**config.mk**
```make
export PLATFORM = sky130hd
export DESIGN_NAME = sdram_req_arb
export DESIGN_NICKNAME = d
export VERILOG_FILES = /design/src/rtl/sdram_req_arb.sv
export SDC_FILE = /design/constraint.sdc
export NUM_CORES = 1
export LEC_CHECK = 0
export CORE_ASPECT_RATIO = 0.9
export CORE_MARGIN = 4
export CORE_UTILIZATION = 40
export DETAILED_ROUTE_END_ITERATION = 8
export PLACE_DENSITY = 0.85
export SYNTH_ARGS = -nofsm -noshare
export SYNTH_HDL_FRONTEND = slang
export SYNTH_SLANG_ARGS = --single-unit
```
**constraint.sdc**
```tcl
create_clock -name sys_clk -period 2 [get_ports sys_clk]
set_clock_uncertainty 0.1 [all_clocks]
set_input_delay 0.4 -clock sys_clk [delete_from_list [all_inputs] [get_ports sys_clk]]
set_output_delay 0.4 -clock sys_clk [all_outputs]
set_load 0.005 [all_outputs]
```
**src/rtl/sdram_req_arb.sv**
```systemverilog
// Two-port request arbiter in front of an SDRAM controller: one access at a time,
// strobe/ack handshake toward the controller. Define SDRAM_ARB_RR_EN for round-robin ties.
module sdram_req_arb (
  input  logic        sys_clk,
  input  logic        sys_rst,
  input  logic        p0_req,
  input  logic        p0_we,
  input  logic [23:0] p0_addr,
  input  logic [15:0] p0_wdata,
  output logic        p0_gnt,
  output logic        p0_done,
  output logic [15:0] p0_rdata,
  input  logic        p1_req,
  input  logic        p1_we,
  input  logic [23:0] p1_addr,
  input  logic [15:0] p1_wdata,
  output logic        p1_gnt,
  output logic        p1_done,
  output logic [15:0] p1_rdata,
  output logic        mem_rd,
  output logic        mem_wr,
  output logic        mem_ack,
  output logic [23:0] mem_ab,
  output logic [15:0] mem_di,
  input  logic        mem_rdy,
  input  logic [15:0] mem_do
);

  typedef enum logic [2:0] {
    S_FLUSH = 3'd0,
    S_IDLE  = 3'd1,
    S_ISSUE = 3'd2,
    S_BUSY  = 3'd3,
    S_ACK   = 3'd4
  } state_t;

  state_t      state_q, state_d;
  logic        cnt_q, cnt_d;
  logic        we_q, we_d;
  logic        port_q, port_d;
  logic        p0_gnt_q, p0_gnt_d;
  logic        p1_gnt_q, p1_gnt_d;
  logic        p0_done_q, p0_done_d;
  logic        p1_done_q, p1_done_d;
  logic [15:0] p0_rdata_q, p0_rdata_d;
  logic [15:0] p1_rdata_q, p1_rdata_d;
  logic        mem_rd_q, mem_rd_d;
  logic        mem_wr_q, mem_wr_d;
  logic        mem_ack_q, mem_ack_d;
  logic [23:0] mem_ab_q, mem_ab_d;
  logic [15:0] mem_di_q, mem_di_d;
  logic        win;
`ifdef SDRAM_ARB_RR_EN
  // Port that wins the next tie; flips to the loser after every grant.
  logic        prio_q, prio_d;
`endif

  always_comb begin
    state_d    = state_q;
    cnt_d      = cnt_q;
    we_d       = we_q;
    port_d     = port_q;
    p0_gnt_d   = 1'b0;
    p1_gnt_d   = 1'b0;
    p0_done_d  = 1'b0;
    p1_done_d  = 1'b0;
    p0_rdata_d = p0_rdata_q;
    p1_rdata_d = p1_rdata_q;
    mem_rd_d   = mem_rd_q;
    mem_wr_d   = mem_wr_q;
    mem_ack_d  = mem_ack_q;
    mem_ab_d   = mem_ab_q;
    mem_di_d   = mem_di_q;
    win        = 1'b0;
`ifdef SDRAM_ARB_RR_EN
    prio_d     = prio_q;
`endif

    if (p0_req && p1_req) begin
`ifdef SDRAM_ARB_RR_EN
      win = prio_q;
`else
      win = 1'b0;
`endif
    end else begin
      win = p1_req;
    end

    case (state_q)
      S_FLUSH: begin
        mem_ack_d = 1'b1;
        if (cnt_q) begin
          cnt_d     = 1'b0;
          mem_ack_d = 1'b0;
          state_d   = S_IDLE;
        end else begin
          cnt_d = 1'b1;
        end
      end
      S_IDLE: begin
        if (mem_rdy && (p0_req || p1_req)) begin
          port_d   = win;
          p0_gnt_d = !win;
          p1_gnt_d = win;
          we_d     = win ? p1_we : p0_we;
          mem_ab_d = win ? p1_addr : p0_addr;
          mem_di_d = win ? p1_wdata : p0_wdata;
          mem_rd_d = !we_d;
          mem_wr_d = we_d;
`ifdef SDRAM_ARB_RR_EN
          prio_d   = !win;
`endif
          state_d  = S_ISSUE;
        end
      end
      S_ISSUE: begin
        // Controller drops mem_rdy once it has taken the strobe.
        if (!mem_rdy) state_d = S_BUSY;
      end
      S_BUSY: begin
        if (mem_rdy) begin
          mem_rd_d  = 1'b0;
          mem_wr_d  = 1'b0;
          mem_ack_d = 1'b1;
          cnt_d     = 1'b0;
          p0_done_d = !port_q;
          p1_done_d = port_q;
          if (!we_q) begin
            if (port_q) p1_rdata_d = mem_do;
            else        p0_rdata_d = mem_do;
          end
          state_d = S_ACK;
        end
      end
      S_ACK: begin
        if (cnt_q) begin
          cnt_d     = 1'b0;
          mem_ack_d = 1'b0;
          state_d   = S_IDLE;
        end else begin
          cnt_d = 1'b1;
        end
      end
      default: begin
        state_d = S_FLUSH;
      end
    endcase
  end

  always_ff @(posedge sys_clk) begin
    if (sys_rst) begin
      state_q    <= S_FLUSH;
      cnt_q      <= 1'b0;
      we_q       <= 1'b0;
      port_q     <= 1'b0;
      p0_gnt_q   <= 1'b0;
      p1_gnt_q   <= 1'b0;
      p0_done_q  <= 1'b0;
      p1_done_q  <= 1'b0;
      p0_rdata_q <= 16'h0000;
      p1_rdata_q <= 16'h0000;
      mem_rd_q   <= 1'b0;
      mem_wr_q   <= 1'b0;
      mem_ack_q  <= 1'b1;
      mem_ab_q   <= 24'h000000;
      mem_di_q   <= 16'h0000;
`ifdef SDRAM_ARB_RR_EN
      prio_q     <= 1'b0;
`endif
    end else begin
      state_q    <= state_d;
      cnt_q      <= cnt_d;
      we_q       <= we_d;
      port_q     <= port_d;
      p0_gnt_q   <= p0_gnt_d;
      p1_gnt_q   <= p1_gnt_d;
      p0_done_q  <= p0_done_d;
      p1_done_q  <= p1_done_d;
      p0_rdata_q <= p0_rdata_d;
      p1_rdata_q <= p1_rdata_d;
      mem_rd_q   <= mem_rd_d;
      mem_wr_q   <= mem_wr_d;
      mem_ack_q  <= mem_ack_d;
      mem_ab_q   <= mem_ab_d;
      mem_di_q   <= mem_di_d;
`ifdef SDRAM_ARB_RR_EN
      prio_q     <= prio_d;
`endif
    end
  end

  assign p0_gnt   = p0_gnt_q;
  assign p1_gnt   = p1_gnt_q;
  assign p0_done  = p0_done_q;
  assign p1_done  = p1_done_q;
  assign p0_rdata = p0_rdata_q;
  assign p1_rdata = p1_rdata_q;
  assign mem_rd   = mem_rd_q;
  assign mem_wr   = mem_wr_q;
  assign mem_ack  = mem_ack_q;
  assign mem_ab   = mem_ab_q;
  assign mem_di   = mem_di_q;

endmodule

```
==> results.toml <==
[run_status]
status = "finished clean"

[power]
p_sw_uw = 947
clkPwrFrac_pct = 33.2
ir_drop_v = 0.000402
powerDensity_nw_per_um2 = 641
p_total_mw = 3.70
seq_power_share_pct = 49.1
p_leak_nw = 2.08
power.internal_mw = 2.75
p_comb_share_pct = 17.7
switching_share_pct = 25.6

[layout]
diodes = 0
drive_gt1_share_pct = 6.22
nNetsFinal = 645
area_growth_pct = 58.6
stdcell_area_um2 = 5770

[timing]
tightest_slew_ps = 399
tns_ps = 0
finalCritPeriodShare_pct = 86.8
final-hold-violation-count = 0
rsz0062_at_grt = "no"
setup_viol = 0
max_slew_margin_pct = 73.4
min_period_ps = 1740
fin_ws_ps = 264
final_max_slew_viol_count = 0
fmax_mhz = 576

[die]
die_h_um = 98.5
die_x_um = 109
initial_core_util_pct = 41.7
core_um2 = 8730
num_io_pins = 182
dieArea_um2 = 10700
num_rows = 32

[logic_synthesis]
syn-instance-count = 373
yosysWarnings = 0
ys_seq_elements = 85
ys.flop_type = "dfxtp_1"
synthArstFlopShare_pct = 0
netlist_area_um2 = 3640
yosys.area.top_type = "dfxtp_1"
synth_cell_type_count = 29
synth_area_per_cell_um2 = 9.75
synth_nets = 476
synth_edf_count = 0
yosys-top-cells-count = "dfxtp_1 (85), nand2b_1 (50), inv_1 (43)"
synth.most_common_cell = "dfxtp_1"
ys_seq_area_share_pct = 46.8
synth_area_leaders = "dfxtp_1 (47%), o32ai_1 (9.9%), mux2i_1 (9.1%), nand2b_1 (8.6%), a22oi_1 (8.3%)"
netlist.area_leader.share_pct = 46.8

[global_route]
grt_pass1_vias = 3456
antenna_found_initial = 0
grt_pass1_wl_mm = 17.1
gr-usage-all-layers_pct = 19.9
grt.overflow.total = 0
grt_max_degree = 42

[clock_network]
cts_resized = 0
clkLatencyLatePin_ps = 340
htreeDepth = 3
cts_root_buf = "clkbuf_8"
clock_sinks = 85
clk_pin_slew_ps = 90
postCtsSetupBuffers = 0
cts_tree = "done"
cts_buffer_depth = 2
hold_buffers = 0
numCtsBuffers = 9

[detailed_routing]
viasPerCell = 5.17
drc = 0
wirelength_mm = 10.8
wl_per_cell_um = 16.2
drt_iter0_markers = 118
antenna_left = 0
vias = 3441
drt_first_pass_iters = 4

[flow_run]
maxCapViolations = 0

[critical_path]
critPathLaunchType = "flop"
critPathTopFamily = "buffers and inverters"
cp_cell_sequence = "clkdlybuf4s50_1"
required_ps = 1500
worst_path_max_delay_cell = "clkdlybuf4s50_1"
critPathMaxStageDelay_ps = 540
worst-path-max-fanout = 2
path_class = "flop to output pin"
critPathBufInv = 1
end_kind = "output pin"
arrival_ps = 1240

[placed_design]
place_congestion = 0.797
numPortBuffers = 181
pre_cts_ws_ps = -42.8
placed_cell_area_um2 = 5570
hpwlAfterDp_mm = 8.13

[hold_path]
hold_class = "input port to flop"
-- worst paths after layout --
path                       startpoint                        end  slack, ps  cells past startpoint
min                           sys_rst        port_q$_SDFFE_PP0P_        360                      2
max reg2reg   state_q[1]$_SDFFE_PP0P_  p0_rdata[12]$_SDFFE_PP0P_        380                      3
max               mem_rd$_SDFFE_PP0P_                     mem_rd        260                      1
min reg2reg  p0_rdata[0]$_SDFFE_PP0P_   p0_rdata[0]$_SDFFE_PP0P_        370                      2
-- layout by cell type (no fill, tap or decap), types with 5 or more instances in the layout --
cell type / count
nand2b_1: 50
clkbuf_8: 9
dfxtp_1: 85
a22oi_1: 40
inv_1: 43
clkdlybuf4s50_1: 179
buf_4: 9
mux2i_1: 33
nor2_1: 5
o32ai_1: 41
-- cell families (layout without fill, tap and decap cells) --
family,count (synthesis),in the layout,share of synthesized area [%]
buffers and inverters,79,253,9.26
AO/OA/AOI/OAI,95,95,20.6
multiplexers,33,33,9.08
AND/OR/NAND/NOR,81,81,14.2
flip-flops,85,85,46.8
-- metrics by stage --
step                      instances  hold slack [ps]  util [%]
after floorplan                 373              349         -
after global placement          650              353      63.8
after detailed placement        650              358      63.8
after CTS                       666              342      66.1
after global routing            666              360      66.1
final                           666              359      66.1
-- power by group through the flow --
stage                     Sequential (mW)  Clock (mW)  Combinational [mW]
after CTS                            1.82        1.26               0.659
after global routing                 1.83        1.34               0.710
after detailed placement             1.85           0               0.657
after global placement               1.85           0               0.640
final                                1.82        1.23               0.654
after floorplan                      1.84           0               0.278
-- per-layer routing --
layer | wire length, um | up-vias | track usage (%)
li1 | - | 1681 | -
met1 | 4470 | 1640 | 23.5
met2 | 5470 | 109 | 35.2
met3 | 701 | 11 | 4.52
met4 | 172 | 0 | 6.70
met5 | 0 | - | 0
-- area by class of cell --
| class | instances | area, um^2 |
|---|---|---|
| inverters | 43 | 161 |
| flip-flops and latches | 85 | 1700 |
| fillers | 720 | 2960 |
| clock inverters | 6 | 70.1 |
| clock buffers | 10 | 128 |
| multi-input cells | 209 | 1610 |
| repair buffers | 194 | 1950 |
| well taps | 119 | 149 |
-- registers in the layout, summed over array words and instances, names as in the netlist, 3 cells and up --
name / cells
mem_ab: 24
mem_di: 16
p0_rdata: 16
p1_rdata: 16
state_q: 3
No activity file was read; power rests on OpenSTA's default activity.
